===== src/rtl/fifo_share_ctrl.sv =====
// Shares one command FIFO between NUM_REQ producers and a single consumer:
// round-robin write arbitration with burst lock, plus a registered read/output stage.
module fifo_share_ctrl #(
  parameter int unsigned NUM_REQ   = 4,
  parameter int unsigned ID_W      = 2,
  parameter int unsigned DATA_W    = 6,
  parameter int unsigned FIFO_W    = 8,
  parameter int unsigned MAX_BURST = 4
) (
  input  logic                      clk,
  input  logic                      rst,
  input  logic [NUM_REQ-1:0]        req_valid,
  input  logic [NUM_REQ-1:0]        req_last,
  input  logic [NUM_REQ*DATA_W-1:0] req_data,
  output logic [NUM_REQ-1:0]        req_grant,
  output logic                      fifo_wr_en,
  output logic [FIFO_W-1:0]         fifo_wdata,
  input  logic                      fifo_full,
  input  logic                      fifo_empty,
  output logic                      fifo_rd_en,
  input  logic [FIFO_W-1:0]         fifo_rdata,
  input  logic                      fifo_error,
  input  logic                      out_ready,
  output logic                      out_valid,
  output logic [ID_W-1:0]           out_id,
  output logic [DATA_W-1:0]         out_data,
  output logic                      err_sticky
);

  localparam int unsigned BurstW = $clog2(MAX_BURST + 1);
  localparam logic [BurstW:0] MaxBurst = (BurstW + 1)'(MAX_BURST);

  typedef enum logic [0:0] {WrIdle, WrLock} wr_state_e;

  wr_state_e           wr_state_q, wr_state_d;
  logic [ID_W-1:0]     rr_ptr_q, rr_ptr_d;
  logic [ID_W-1:0]     owner_q, owner_d;
  logic [BurstW-1:0]   burst_cnt_q, burst_cnt_d;
  logic [BurstW:0]     burst_inc;
  logic                rd_pending_q, rd_pending_d;
  logic                out_valid_q, out_valid_d;
  logic [ID_W-1:0]     out_id_q, out_id_d;
  logic [DATA_W-1:0]   out_data_q, out_data_d;
  logic                err_sticky_q, err_sticky_d;

  logic                cand_found;
  logic [ID_W-1:0]     cand_idx;
  logic                grant_vld;
  logic [ID_W-1:0]     grant_idx;

  // First valid requester at or after rr_ptr, wrapping modulo NUM_REQ.
  always_comb begin
    cand_found = 1'b0;
    cand_idx   = '0;
    for (int unsigned k = 0; k < NUM_REQ; k++) begin
      if (!cand_found && req_valid[rr_ptr_q + ID_W'(k)]) begin
        cand_found = 1'b1;
        cand_idx   = rr_ptr_q + ID_W'(k);
      end
    end
  end

  always_comb begin
    wr_state_d  = wr_state_q;
    rr_ptr_d    = rr_ptr_q;
    owner_d     = owner_q;
    burst_cnt_d = burst_cnt_q;
    grant_vld   = 1'b0;
    grant_idx   = cand_idx;
    burst_inc   = {1'b0, burst_cnt_q} + 1'b1;
    unique case (wr_state_q)
      WrIdle: begin
        if (cand_found && !fifo_full) begin
          grant_vld = 1'b1;
          if (req_last[cand_idx] || MAX_BURST == 1) begin
            rr_ptr_d = cand_idx + 1'b1;
          end else begin
            owner_d     = cand_idx;
            burst_cnt_d = BurstW'(1);
            wr_state_d  = WrLock;
          end
        end
      end
      WrLock: begin
        grant_idx = owner_q;
        // A full FIFO freezes the lock; stall cycles do not count toward the burst.
        if (!fifo_full) begin
          if (req_valid[owner_q]) begin
            grant_vld   = 1'b1;
            burst_cnt_d = burst_inc[BurstW-1:0];
            if (req_last[owner_q] || burst_inc == MaxBurst) begin
              wr_state_d = WrIdle;
              rr_ptr_d   = owner_q + 1'b1;
            end
          end else begin
            wr_state_d = WrIdle;
            rr_ptr_d   = owner_q + 1'b1;
          end
        end
      end
      default: wr_state_d = WrIdle;
    endcase
  end

  always_comb begin
    req_grant  = '0;
    fifo_wr_en = 1'b0;
    fifo_wdata = '0;
    if (grant_vld && !rst) begin
      req_grant[grant_idx] = 1'b1;
      fifo_wr_en           = 1'b1;
      fifo_wdata           = {grant_idx, req_data[int'(grant_idx) * DATA_W +: DATA_W]};
    end
  end

  // FIFO rdata lags rd_en by a cycle, so only one read is kept in flight.
  assign fifo_rd_en = !rst && !fifo_empty && !rd_pending_q && (!out_valid_q || out_ready);

  always_comb begin
    rd_pending_d = fifo_rd_en;
    out_valid_d  = out_valid_q;
    out_id_d     = out_id_q;
    out_data_d   = out_data_q;
    err_sticky_d = err_sticky_q | fifo_error;
    if (rd_pending_q) begin
      out_valid_d = 1'b1;
      out_id_d    = fifo_rdata[FIFO_W-1:DATA_W];
      out_data_d  = fifo_rdata[DATA_W-1:0];
    end else if (out_valid_q && out_ready) begin
      out_valid_d = 1'b0;
    end
  end

  always_ff @(posedge clk) begin
    if (rst) begin
      wr_state_q   <= WrIdle;
      rr_ptr_q     <= '0;
      owner_q      <= '0;
      burst_cnt_q  <= '0;
      rd_pending_q <= 1'b0;
      out_valid_q  <= 1'b0;
      out_id_q     <= '0;
      out_data_q   <= '0;
      err_sticky_q <= 1'b0;
    end else begin
      wr_state_q   <= wr_state_d;
      rr_ptr_q     <= rr_ptr_d;
      owner_q      <= owner_d;
      burst_cnt_q  <= burst_cnt_d;
      rd_pending_q <= rd_pending_d;
      out_valid_q  <= out_valid_d;
      out_id_q     <= out_id_d;
      out_data_q   <= out_data_d;
      err_sticky_q <= err_sticky_d;
    end
  end

  assign out_valid  = out_valid_q;
  assign out_id     = out_id_q;
  assign out_data   = out_data_q;
  assign err_sticky = err_sticky_q;

endmodule


===== config.mk =====
export PLATFORM = sky130hd
export DESIGN_NAME = fifo_share_ctrl
export DESIGN_NICKNAME = d
export VERILOG_FILES = /design/src/rtl/fifo_share_ctrl.sv
export SDC_FILE = /design/constraint.sdc
export NUM_CORES = 1
export LEC_CHECK = 0
export ABC_AREA = 1
export BUFFER_PORTS_ARGS = -buffer_cell sky130_fd_sc_hd__buf_2
export CORE_MARGIN = 3
export CORE_UTILIZATION = 51
export CTS_CLUSTER_SIZE = 24
export DETAILED_ROUTE_END_ITERATION = 16
export PLACE_DENSITY = 0.93
export SYNTH_ARGS = -nofsm -noshare
export SYNTH_HDL_FRONTEND = slang
export SYNTH_SLANG_ARGS = --single-unit
export TNS_END_PERCENT = 10

===== constraint.sdc =====
create_clock -name clk -period 3.75 [get_ports clk]
set_input_delay 0.75 -clock clk [delete_from_list [all_inputs] [get_ports clk]]
set_output_delay 0.75 -clock clk [all_outputs]
set_load 0.005 [all_outputs]

# Yosys cells after proc, flatten, opt, wreduce, memory -nomap -nowiden
# Cells that the tools add are included.
[word_totals]
word_cells = 110
out_inout_bits = 24
reg_bits = 19
[classes]
n_eq_ne = 7
addsub = 6
n_lt_le_gt_ge = 8
n_reduce_logical = 24
bitwise = 3
n_shift = 1
n_mux = 51
mul = 1
[ops]
columns = ["op", "count"]
rows = [
  ["variable part select 24 x 6 -> 6 bit", 1],
  ["2-to-1 mux 1 bit", 23],
  ["less-than comparator 2 x 3 -> 1 bit, second input constant", 7],
  ["2-to-1 mux 2 bit", 10],
  ["binary-select mux 1 bit (select 2 bit)", 7],
  ["2-to-1 mux 3 bit", 4],
  ["logical AND 1 bit", 10],
  ["zero test 1 bit", 8],
  ["2-to-1 mux 8 bit", 1],
  ["!= test 2 bit, second input constant", 4],
  ["AND reduction 4 bit", 2],
  ["adder 2 x 1 -> 2 bit, second input constant", 3],
  ["one-hot mux 3 bit (2 select lines)", 1],
  ["adder 2 bit, second input constant", 2],
  ["adder 3 x 1 -> 4 bit, second input constant", 1],
  ["== test 4 x 3 -> 1 bit, second input constant", 1],
  ["multiplier 2 x 2 -> 4 bit, second input constant", 1],
  ["2-to-1 mux 4 bit", 1],
  ["one-hot mux 1 bit (2 select lines)", 2],
  ["one-hot mux 2 bit (2 select lines)", 1],
  ["!= test 3 x 2 -> 1 bit, second input constant", 1],
  ["AND reduction 3 bit", 1],
  ["demux 1 bit (select 2 bit)", 1],
  [">= comparator 2 x 1 -> 1 bit, second input constant", 1],
  ["other kinds (5)", 7],
]

# Longest topological paths before layout
[depth]
depth_word = 18
ltp_mapped = 17

# Least setup slack after synthesis
# Ideal clock, no wire load.
[synth_timing]
kind = "input to output"
from = "input port req_valid[2]"
to = "output port req_grant[2]"
n_path_buf = 1
setup_slack_ns = 0.984
arrival_ns = 2.016
required_time_ns = 3.000
cell_stages = 13
cell_sequence = "inv_1 -> nand2_1 -> nand3_1 -> nand2_2 -> nor2_4 -> nand3_2 -> nand3_2 -> nand2_2 -> o21ai_4 -> buf_6 -> ha_1 -> inv_1 -> nor2_1"
[synth_via]
elab_chain_cells = 18
elab_cells_between_ends = 37
cone_classes = "order compare (2); mux (26); reduce/logical (9)"
[synth_rtl]
columns = ["item", "line", "source"]
rows = [
  ["start, declared", "12", "input logic [NUM_REQ-1:0] req_valid,"],
  ["binary-select mux 1 bit (select 2 bit)", "56", "if (!cand_found && req_valid[rr_ptr_q + ID_W'(k)]) begin"],
  ["2-to-1 mux 1 bit (not written as such)", "56", ""],
  ["2-to-1 mux 1 bit", "56", ""],
  ["zero test 1 bit", "56", ""],
  ["logical AND 1 bit", "56", ""],
  ["2-to-1 mux 1 bit", "56", ""],
  ["zero test 1 bit", "56", ""],
  ["logical AND 1 bit", "56", ""],
  ["[2 not listed]", "n/a", ""],
  ["logical AND 1 bit", "56", ""],
  ["2-to-1 mux 2 bit", "56", ""],
  ["2-to-1 mux 2 bit", "71", "unique case (wr_state_q)"],
  ["less-than comparator 2 x 3 -> 1 bit (not written as such) or >= comparator 2 x 1 -> 1 bit (tied branches)", "110", "req_grant[grant_idx] = 1'b1;"],
  ["logical AND 1 bit (not written as such)", "110", ""],
  ["2-to-1 mux 1 bit (not written as such)", "110", ""],
  ["demux 1 bit (select 2 bit)", "110", ""],
  ["2-to-1 mux 4 bit *", "109", "if (grant_vld && !rst) begin"],
  ["end, declared", "15", "output logic [NUM_REQ-1:0] req_grant,"],
]
# Every way passes the cells marked *; elsewhere a longest branch is shown, timed or not. The select of a mux whose other input is x is not followed.

# Final worst setup path
[layout_timing]
from = "register rr_ptr_q[0]"
to = "output port req_grant[3]"
[layout_via]
elab_chain_cells = 18
elab_cells_between_ends = 36
cone_classes = "add/sub (3); order compare (2); mux (22); reduce/logical (9)"
[layout_rtl]
columns = ["item", "line", "source"]
rows = [
  ["start, declared", "36", "logic [ID_W-1:0] rr_ptr_q, rr_ptr_d;"],
  ["start signal, assigned", "147", "rr_ptr_q <= rr_ptr_d;"],
  ["parallel branches: the longest is 17 deep, another holds adder 2 x 1 -> 2 bit", "n/a", ""],
  ["2-to-1 mux 4 bit *", "109", ""],
]
# Mark *: on every way between the ends. The select of a mux whose other input is x is not followed.

==> results.yml <==
outcome:
  status: "finished clean"
sta:
  setup-violations-final: 0
  slew_headroom_pct: 59.60
  hold_viol: 0
  period_share_pct: 91.77
  worstMarginPinSlew_ns: 0.6037
  finalClockSkew_ns: 0.005942
  grt_setup_unrepaired: "false"
  setup-tns-final_ns: 0
  fin_crit_ns: 3.441
  maxSlewViolCount: 0
  max_freq_ghz: 0.2906
drt:
  drt-met1-wl_mm: 1.569
  via_count: 1882
  dr.pass1.iters: 4
  wl_per_cell_um: 10.98
  wl_met3_um: 440
  drt_iter0_markers: 92
  met2_length_mm: 1.817
  drc: 0
  drtAntennaViolNets: 0
  via_per_inst: 5.272
  top_layer: "met4"
  totalWireLength_mm: 3.921
worst_hold_path:
  hold_end: "err_sticky"
  hp-start: "err_sticky"
  hold_class: "register to register"
  holdPathStages: 2
clocking:
  clk_path_buf_depth: 2
  cts_hold_buf: 0
  clkLatencyLatePin_ns: 0.29
  root_buffer: "clkbuf_4"
  cts_made_buffers: 3
  cts_setup_buffers: 0
  cts_tree: "done"
  clock-sinks: 19
  clk_pin_slew_ns: 0.10
  post_cts_resized: 0
  h-tree-depth: 1
critical_path:
  rr_worst_depth: 15
  worstReg2RegEnd: "rr_ptr_q[1]"
  cp-end-kind: "primary output"
  r2r-start: "rr_ptr_q[0]"
  crit_type: "register to primary output"
  start_kind: "register"
  rrSetupSlack_ns: 1.08
  crit_arrival_ns: 2.69
  worstPathRequired_ns: 3.00
  crit_fanout: 28
final_layout:
  mostFrequentLayoutCells: "70 x nand2_1, 69 x buf_2, 38 x inv_1, 36 x nor2_1, 19 x dfxtp_1"
  final_nets: 379
  syn_to_final_growth_pct: 23.00
  drive_gt1_share_pct: 26.99
  n_antenna_cell: 0
  fin_cells: 357
  layout_commonest_cell: "nand2_1"
placed_design:
  port_buffers: 69
  dp.cells: 353
  place_congestion: 0.9007
  hpwl_mm: 3.191
die:
  initial_utilization_pct: 55.20
  die-width_um: 61.34
  core_mm2: 0.002829
  rows: 19
  ios: 70
  die_area_mm2: 0.003762
  dieHeight_um: 61.34
yosys:
  synth_area_mm2: 0.001561
  synth-edff-count: 0
  synth_ff_type: "dfxtp_1"
  ys_seq_area_share_pct: 24.36
  syn_inst: 260
  synth_nets: 312
  async_flop_share_pct: 0
  avgSynthCellArea_um2: 6.006
  synth_cell_types: 25
  ys_ff_latch: 19
  yosysWarnings: 0
pwr:
  p_clk_share_pct: 8.2
  intPower_uw: 565.8
  combPwrFrac_pct: 67.8
  sw_frac_of_total_pct: 52.37
  p_seq_share_pct: 24.0
  p_per_area_mw_per_mm2: 618.6
  p_switching_uw: 622.2
  p_leak_nw: 1.127
  vdd_drop_max_mv: 0.3586
global_route:
  grt_pass1_vias: 1586
  grt_usage_pct: 21.51
  grt.overflow.total: 0
  antenna_found_initial: 0
  grt_pass1_wl_mm: 6.258
  grt_max_degree: 29
flow_run:
  max_cap_viol_count: 0
## cell type report
cell class                      count  area, µm²
Sequential cell                    19      380.4
Inverter                           43      161.4
Clock buffer                        4      26.28
Multi-Input combinational cell    191      968.4
Timing Repair Buffer               69      345.3
Tap cell                           31      38.79
Fill cell                         265      908.4
## metal layers
metal / up-vias / track usage (%)
met5: - / 0
met4: 0 / 10.61
met3: 12 / 3.774
met2: 93 / 35.80
met1: 817 / 26.75
li1: 960 / -
## worst max path at each step
| stage | from | to | slack [ns] | cells after the start |
|---|---|---|---|---|
| after floorplan | req_valid[2] | req_grant[2] | 0.98 | 13 |
| after global placement | req_valid[3] | req_grant[1] | 0.53 | 15 |
| after detailed placement | req_valid[1] | req_grant[3] | 0.42 | 15 |
| after CTS | rr_ptr_q[0] | req_grant[3] | 0.32 | 15 |
| after global routing | rr_ptr_q[0] | req_grant[3] | 0.05 | 15 |
| final | rr_ptr_q[0] | req_grant[3] | 0.31 | 15 |
## per-stage QoR
| stage | setup slack, ns | area (µm²) | power [mW] | util (%) | hold slack [ns] |
|---|---|---|---|---|---|
| 2_1_floorplan | 0.9841 | 1562 | 0.9438 | - | 0.4557 |
| 3_3_place_gp | 0.5275 | 1894 | 1.069 | 66.96 | 0.4427 |
| 3_5_place_dp | 0.4186 | 1894 | 1.090 | 66.96 | 0.4605 |
| 4_1_cts | 0.3188 | 1921 | 1.190 | 67.89 | 0.4795 |
| 5_1_grt | 0.05255 | 1921 | 1.329 | 67.89 | 0.5217 |
| 6_report | 0.3088 | 1921 | 1.188 | 67.89 | 0.4752 |
## logic make-up (layout without fill, tap and decap cells)
logic type / after synthesis / count (layout) / share of synthesized area [%]
DFF: 19 / 19 / 24.36
adders and majority gates: 6 / 6 / 4.808
AOI/OAI and AO/OA: 43 / 43 / 17.39
xor gates and xnor gates: 1 / 1 / 0.5610
and+or+nand+nor: 141 / 141 / 39.26
buffers and inverters: 50 / 116 / 13.62
## power by group through the flow
stage / registers (mW) / clock network [mW] / logic [mW]
after floorplan: 0.261 / 0 / 0.683
after global placement: 0.286 / 0 / 0.783
after detailed placement: 0.288 / 0 / 0.803
after CTS: 0.283 / 0.101 / 0.807
after global routing: 0.290 / 0.106 / 0.933
final: 0.285 / 0.0979 / 0.806
## synth_stat cells (4+ instances only)
library cell | number | share of area, %
nand2_1 | 70 | 17
nand4_1 | 6 | 2.4
dfxtp_1 | 19 | 24
nand2_2 | 6 | 2.4
nand3_1 | 15 | 4.8
nor2_1 | 36 | 8.7
o21ai_0 | 14 | 4.5
inv_2 | 4 | 0.96
a21oi_1 | 13 | 4.2
inv_1 | 38 | 9.1
ha_1 | 6 | 4.8
o211ai_1 | 12 | 5.8
## worst max-delay path, cell delays in order, from the launching register on
cell,delay (ns)
dfxtp_1,0.56
inv_2,0.15
nand2_1,0.10
nand2_2,0.10
nand2_2,0.10
nand2_2,0.07
nor2_4,0.12
nand3_2,0.13
nand3_2,0.13
nand2_2,0.07
o21ai_4,0.24
inv_1,0.17
ha_1,0.23
inv_1,0.05
nor2_1,0.03
buf_2,0.14
## sequential cells by signal (all words and copies together) (netlist names)
| register | count |
|---|---|
| out_id | 2 |
| burst_cnt_q | 3 |
| rd_pending_q | 1 |
| rr_ptr_q | 2 |
| out_data | 6 |
| out_valid | 1 |
| err_sticky | 1 |
| owner_q | 2 |
| wr_state_q | 1 |
(Power assumes the default switching activity.)
